**config.mk**
```make
export PLATFORM = sky130hd
export DESIGN_NAME = layer_backward
export DESIGN_NICKNAME = d
export VERILOG_FILES = /design/src/rtl/nn_fixed_pkg.sv /design/src/rtl/fx_requant.sv /design/src/rtl/layer_backward.sv
export SDC_FILE = /design/constraint.sdc
export NUM_CORES = 2
export LEC_CHECK = 0
export CAP_MARGIN = 10
export CORE_AREA = 2 2 436 438
export DETAILED_ROUTE_END_ITERATION = 7
export DIE_AREA = 0 0 438 440
export HOLD_SLACK_MARGIN = 0.02
export PLACE_DENSITY_LB_ADDON = 0.15
export SLEW_MARGIN = 20
export SYNTH_ARGS = -nofsm -noshare
export SYNTH_HDL_FRONTEND = slang
export SYNTH_SLANG_ARGS = --single-unit
```
**constraint.sdc**
```tcl
create_clock -name clk -period 15.25 [get_ports clk]
set_clock_uncertainty 0.05 [all_clocks]
set_input_delay 3.05 -clock clk [delete_from_list [all_inputs] [get_ports clk]]
set_output_delay 3.05 -clock clk [all_outputs]
set_load 0.02 [all_outputs]
```
**src/rtl/nn_fixed_pkg.sv**
```systemverilog
// Shared fixed-point definitions for the dense-layer forward and backward passes:
// default widths, value/accumulator types, the pass FSM states and a counter-width helper.
package nn_fixed_pkg;

    localparam int DW_DEF   = 18;
    localparam int AW_DEF   = 36;
    localparam int FRAC_DEF = 15;

    typedef logic signed [DW_DEF-1:0] fix_t;
    typedef logic signed [AW_DEF-1:0] acc_t;

    typedef enum logic [1:0] {
        RUN   = 2'd0,
        WRITE = 2'd1,
        DONE  = 2'd2
    } state_t;

    // Width of a counter that must reach n-1; never narrower than one bit.
    function automatic int cnt_w(input int n);
        return (n > 1) ? $clog2(n) : 1;
    endfunction

endpackage

```
**src/rtl/fx_requant.sv**
```systemverilog
// Requantise an accumulator back to a fixed-point value: arithmetic shift right by
// FRAC (floor), then either wrap to DW bits or, with LAYER_BACKWARD_SAT_EN defined,
// clamp to the signed DW-bit range. Purely combinational so latency never changes.
module fx_requant
    import nn_fixed_pkg::*;
#(
    parameter int DW   = DW_DEF,
    parameter int AW   = AW_DEF,
    parameter int FRAC = FRAC_DEF
) (
    input  logic signed [AW-1:0] acc,
    output logic signed [DW-1:0] q
);

    logic signed [AW-1:0] sh_s;

    assign sh_s = acc >>> FRAC;

`ifdef LAYER_BACKWARD_SAT_EN
    logic fits_s;

    // Value fits when every bit above the DW-bit sign position matches the sign.
    assign fits_s = (sh_s[AW-1:DW-1] == {(AW-DW+1){sh_s[AW-1]}});

    // Clamp out-of-range values toward the nearest representable extreme.
    always_comb begin
        q = sh_s[DW-1:0];
        if (fits_s) begin
            q = sh_s[DW-1:0];
        end else if (sh_s[AW-1]) begin
            q = {1'b1, {(DW-1){1'b0}}};
        end else begin
            q = {1'b0, {(DW-1){1'b1}}};
        end
    end
`else
    // Plain two's-complement wrap: keep the low DW bits.
    always_comb begin
        q = sh_s[DW-1:0];
    end
`endif

endmodule

```
**src/rtl/layer_backward.sv**
```systemverilog
// Backward (transpose) pass of the fixed-point dense layer:
//   dx[j] = requant( sum_i W[i*NIN+j] * dy[i] ), one MAC per clock.
// Runs once after reset release; done stays high until the next reset.
// Optional LAYER_BACKWARD_SAT_EN selects saturating requantisation in fx_requant.
module layer_backward
    import nn_fixed_pkg::*;
#(
    parameter int DW   = DW_DEF,
    parameter int AW   = AW_DEF,
    parameter int FRAC = FRAC_DEF,
    parameter int NIN  = 2,
    parameter int NOUT = 20
) (
    input  logic                 clk,
    input  logic                 reset,
    input  logic signed [DW-1:0] dy [0:NOUT-1],
    input  logic signed [DW-1:0] W  [0:NIN*NOUT-1],
    output logic signed [DW-1:0] dx [0:NIN-1],
    output logic                 done
);

    localparam int IW  = cnt_w(NOUT);
    localparam int JW  = cnt_w(NIN);
    localparam int WIW = cnt_w(NIN*NOUT);

    state_t                state;
    logic [IW-1:0]         i;
    logic [JW-1:0]         j;
    logic signed [AW-1:0]  acc;

    logic [WIW-1:0]         widx_s;
    logic signed [2*DW-1:0] prod_s;
    logic signed [AW-1:0]   acc_next_s;
    logic signed [DW-1:0]   q_s;

    // Weight address for the current (i, j) pair and the full-precision MAC result.
    always_comb begin
        widx_s     = WIW'(int'(i) * NIN + int'(j));
        prod_s     = W[widx_s] * dy[i];
        acc_next_s = acc + AW'(prod_s);
    end

    fx_requant #(
        .DW   (DW),
        .AW   (AW),
        .FRAC (FRAC)
    ) u_requant (
        .acc (acc),
        .q   (q_s)
    );

    // Pass sequencer: NOUT MAC cycles then one write cycle per dx element.
    always_ff @(posedge clk or posedge reset) begin
        if (reset) begin
            state <= RUN;
            i     <= '0;
            j     <= '0;
            acc   <= '0;
            done  <= 1'b0;
            for (int k = 0; k < NIN; k++) begin
                dx[k] <= '0;
            end
        end else begin
            case (state)
                RUN: begin
                    acc <= acc_next_s;
                    if (i == IW'(NOUT-1)) begin
                        state <= WRITE;
                    end else begin
                        i <= i + IW'(1);
                    end
                end
                WRITE: begin
                    dx[j] <= q_s;
                    acc   <= '0;
                    i     <= '0;
                    if (j == JW'(NIN-1)) begin
                        state <= DONE;
                        done  <= 1'b1;
                    end else begin
                        j     <= j + JW'(1);
                        state <= RUN;
                    end
                end
                DONE: begin
                    done <= 1'b1;
                end
                default: begin
                    state <= DONE;
                end
            endcase
        end
    end

endmodule

```
==> tab_implementation.tex <==
\begin{tabular}{lr}
\hline
Metric & Value \\
\hline
\multicolumn{2}{l}{\textbf{Detailed routing}} \\
\quad 1st-pass router iterations & 5 \\
\quad Aggregate routed wire length & 168400 um \\
\quad Wire length on met3 & 12430 um \\
\quad Count of vias placed by the detailed router & 22600 \\
\quad Mean routed wirelength per cell & 28.96 um \\
\quad Detailed-routing wirelength on met1 & 71770 um \\
\quad Number of design-rule violations left by the first detailed-router iteration & 1390 \\
\quad Post-detailed-route count of antenna-violating nets & 0 \\
\quad Post-detailed-route DRC marker count & 0 \\
\quad Detailed route wirelength on metal2 & 82200 um \\
\quad Via count normalized by instance count & 3.887 \\
\quad Uppermost metal layer occupied by signal nets & met5 \\
\multicolumn{2}{l}{\textbf{Power and ir drop}} \\
\quad Max IR drop VDD & 306.3 uV \\
\quad Power Internal & 3099 uW \\
\quad Switching Share & 52.13\% \\
\quad NetSw & 3375 uW \\
\quad Combinational fraction of design power & 91.9\% \\
\quad Pwr Density & 168.9 nW/um2 \\
\quad Clock group share of total power & 3.6\% \\
\quad Leak pwr & 0.01543 uW \\
\quad Sequential cell fraction of total power & 4.5\% \\
\multicolumn{2}{l}{\textbf{STA}} \\
\quad Crit share post-route & 78.38\% \\
\quad Setup TNS & 0 ns \\
\quad Pins over their slew limit & 0 \\
\quad Setup repair after global routing missed its margin & no \\
\quad Final Critical Period & 11.95 ns \\
\quad Relative slew slack & 29.69\% \\
\quad Timing-limited maximum frequency & 0.08367 GHz \\
\quad Number of hold-slack violations in the final timing report & 0 \\
\quad Worst Hold Margin & 0.4295 ns \\
\quad Slew at the pin closest to its max-slew limit & 1.055 ns \\
\quad Number of setup violations in the final report & 0 \\
\multicolumn{2}{l}{\textbf{Outcome}} \\
\quad Outcome & finished clean \\
\multicolumn{2}{l}{\textbf{Clocking}} \\
\quad Reg clk slew, reported paths & 0.06 ns \\
\quad Hold buffers post-CTS & 0 \\
\quad Skew-Pair Late Insertion Delay & 0.38 ns \\
\quad Number of buffers added for setup after CTS & 0 \\
\quad CTS resizes & 0 \\
\quad Maximum count of clock buffers along a single path & 2 \\
\quad CTS tree & yes \\
\quad Root cell of the clock tree & clkbuf\_16 \\
\quad Inserted Clock Buffers & 9 \\
\quad \# H-tree levels & 3 \\
\quad CTS sink cnt & 78 \\
\multicolumn{2}{l}{\textbf{Floorplanning}} \\
\quad Width of the chip & 438 um \\
\quad Area of the core & 188600 um2 \\
\quad Row Count & 160 \\
\quad Starting Density & 12.71\% \\
\quad Chip height & 440 um \\
\quad Total die area & 192700 um2 \\
\quad IO Pins & 1119 \\
\multicolumn{2}{l}{\textbf{Yosys}} \\
\quad Post-synthesis sequential element count & 78 \\
\quad Main flop type after synthesis & dfrtp\_1 \\
\quad Top-area cell type share of the netlist area & 28.06\% \\
\quad Per-instance average area after synthesis & 10.73 um2 \\
\quad Sequential fraction of the synthesis area & 8.141\% \\
\quad Number of enable-type register cells in the synthesized netlist & 0 \\
\quad Async SR Flop Fraction & 100.0\% \\
\quad Unique cell type count in the Yosys netlist & 63 \\
\quad Netlist Area Pre-Place & 23980 um2 \\
\quad Synth top area cells & fa\_1, mux4\_2, dfrtp\_1, inv\_1, ha\_1 \\
\quad Post-Syn Nets & 3759 \\
\quad Number of standard cells after synthesis & 2235 \\
\quad Cell taking the most area after synthesis & fa\_1 \\
\quad Number of warnings printed during yosys synthesis & 0 \\
\multicolumn{2}{l}{\textbf{GRT}} \\
\quad Remaining global-route overflow & 0 \\
\quad Wire length of the first global-routing pass & 221500 um \\
\quad Overall fraction of global-route tracks in use & 16.94\% \\
\quad Pin count of the biggest net entering global routing & 95 \\
\quad Via count of the first global-routing pass & 24440 \\
\quad Antenna violations before repair & 72 \\
\multicolumn{2}{l}{\textbf{Worst setup path}} \\
\quad Standard cell with the maximum stage delay on the critical path & a22oi\_2 \\
\quad Kind of launch point of the worst setup path & input port \\
\quad CP dominant cell by count & fa\_1 \\
\quad CP arrival & 12.12 ns \\
\quad Type of destination of the critical path & flop \\
\quad CP required & 15.41 ns \\
\quad Setup CP Type & input port to flop \\
\quad Highest cell delay on the worst timing path & 0.86 ns \\
\quad Crit path max fanout & 14 \\
\multicolumn{2}{l}{\textbf{Layout}} \\
\quad Most frequent standard cell in the layout excluding fill and tap cells & clkdlybuf4s50\_1 \\
\quad Commonest cells after routing, fill and taps aside & clkdlybuf4s50\_1, inv\_1, fa\_1, mux4\_2, nand2\_1 \\
\quad Filler Cells Inserted & 20750 \\
\quad Net count reported at finish & 4801 \\
\quad Fraction of final layout cells with drive strength greater than 1 & 12.13\% \\
\quad Area of combinational cells with multiple inputs & 19650 um2 \\
\quad Layout Area Growth over Synthesis & 59.86\% \\
\quad FF/Latch Area & 1967 um2 \\
\multicolumn{2}{l}{\textbf{Place}} \\
\quad Placer congestion estimate & 0.9120 \\
\quad Quantity of I/O buffers inserted on ports & 1118 \\
\quad DP Wirelength & 148500 um \\
\multicolumn{2}{l}{\textbf{Hold path}} \\
\quad Worst min path class & flop to flop \\
\multicolumn{2}{l}{\textbf{Job}} \\
\quad Max cap viols & 0 \\
\hline
\end{tabular}
## cell families (layout without fill, tap and decap cells)
logic type | count (synthesis) | after routing | share of synthesized area [%]
and+or+nand+nor | 483 | 483 | 9.028
buffers and inverters | 560 | 1607 | 10.15
DFF | 78 | 78 | 8.141
other | 0 | 21 | 0
adders and majority gates | 442 | 442 | 33.59
muxes | 377 | 377 | 30.22
AOI/OAI and AO/OA | 249 | 249 | 7.197
xor gates and xnor gates | 46 | 46 | 1.680
## power by group through the flow
stage | clock [uW] | sequential, uW | combinational [uW]
2_1_floorplan | 0 | 344 | 4060
3_3_place_gp | 0 | 298 | 6070
3_5_place_dp | 0 | 298 | 6000
4_1_cts | 242 | 294 | 6060
5_1_grt | 252 | 300 | 6750
6_report | 231 | 292 | 5950
## layer usage
metal	track usage, %	vias to the layer above
met2	28.28	827
met4	2.386	34
met3	5.223	109
li1	-	9763
met5	0	-
met1	21.82	11870
## synth_stat cells (15+ instances only)
cell,count
a21o_1,30
a21oi_1,35
a22o_1,19
and2_1,53
buf_2,50
buf_4,22
buf_6,15
clkbuf_1,45
dfrtp_1,78
fa_1,336
ha_1,106
inv_1,410
mux2_2,27
mux2i_1,77
mux4_2,267
nand2_1,218
nand2b_1,25
nor2_1,128
nor2b_1,20
o21ai_0,67
o221ai_1,22
xnor2_1,28
xor2_1,18
## registers in the layout, summed over array words and instances (netlist names)
register  count
dx           36
acc          33
j             1
state         2
i             5
done          1
## critical path, delay by kind of cell
kind	cells	cell delay, ns
buf+inv	4	0.95
simple gates	2	0.42
fa+ha+maj	8	3.32
compound gates	8	2.93
xor+xnor	1	0.14
mux	2	1.25
## area by class of cell
type / count / share of cell area (%)
Inverter: 415 / 4.074
Antenna cell: 21 / 0.1371
Clock buffer: 13 / 0.6529
Timing Repair Buffer: 1176 / 30.43
Tap cell: 2511 / 8.197
Sequential cell: 78 / 5.132
Clock inverter: 3 / 0.1143
Multi-Input combinational cell: 1597 / 51.26
## metrics by stage
step	total power [uW]	setup WS (ns)	area (um2)	std cells	utilization, %
after floorplan	4403	5.145	23980	2235	-
after global placement	6365	2.849	37980	5777	20.14
after detailed placement	6303	2.781	37980	5777	20.14
after CTS	6595	3.157	38280	5793	20.30
after global routing	7298	2.778	38300	5801	20.31
final	6474	3.298	38330	5814	20.32
## final timing paths
path,start,cells after the start,slack [ns],end
max,dy[222],25,3.30,acc[30]$_DFFE_PP0P_
min,dx[4]$_DFFE_PP0P_,2,0.43,dx[4]$_DFFE_PP0P_
max reg2reg,i[0]$_DFFE_PP0P_,29,4.73,acc[31]$_DFFE_PP0P_
min reg2reg,dx[4]$_DFFE_PP0P_,2,0.43,dx[4]$_DFFE_PP0P_
max in group asynchronous,reset,3,10.94,i[2]$_DFFE_PP0P_
min in group asynchronous,reset,2,3.07,acc[5]$_DFFE_PP0P_
No activity file was read; power rests on OpenSTA's default activity.
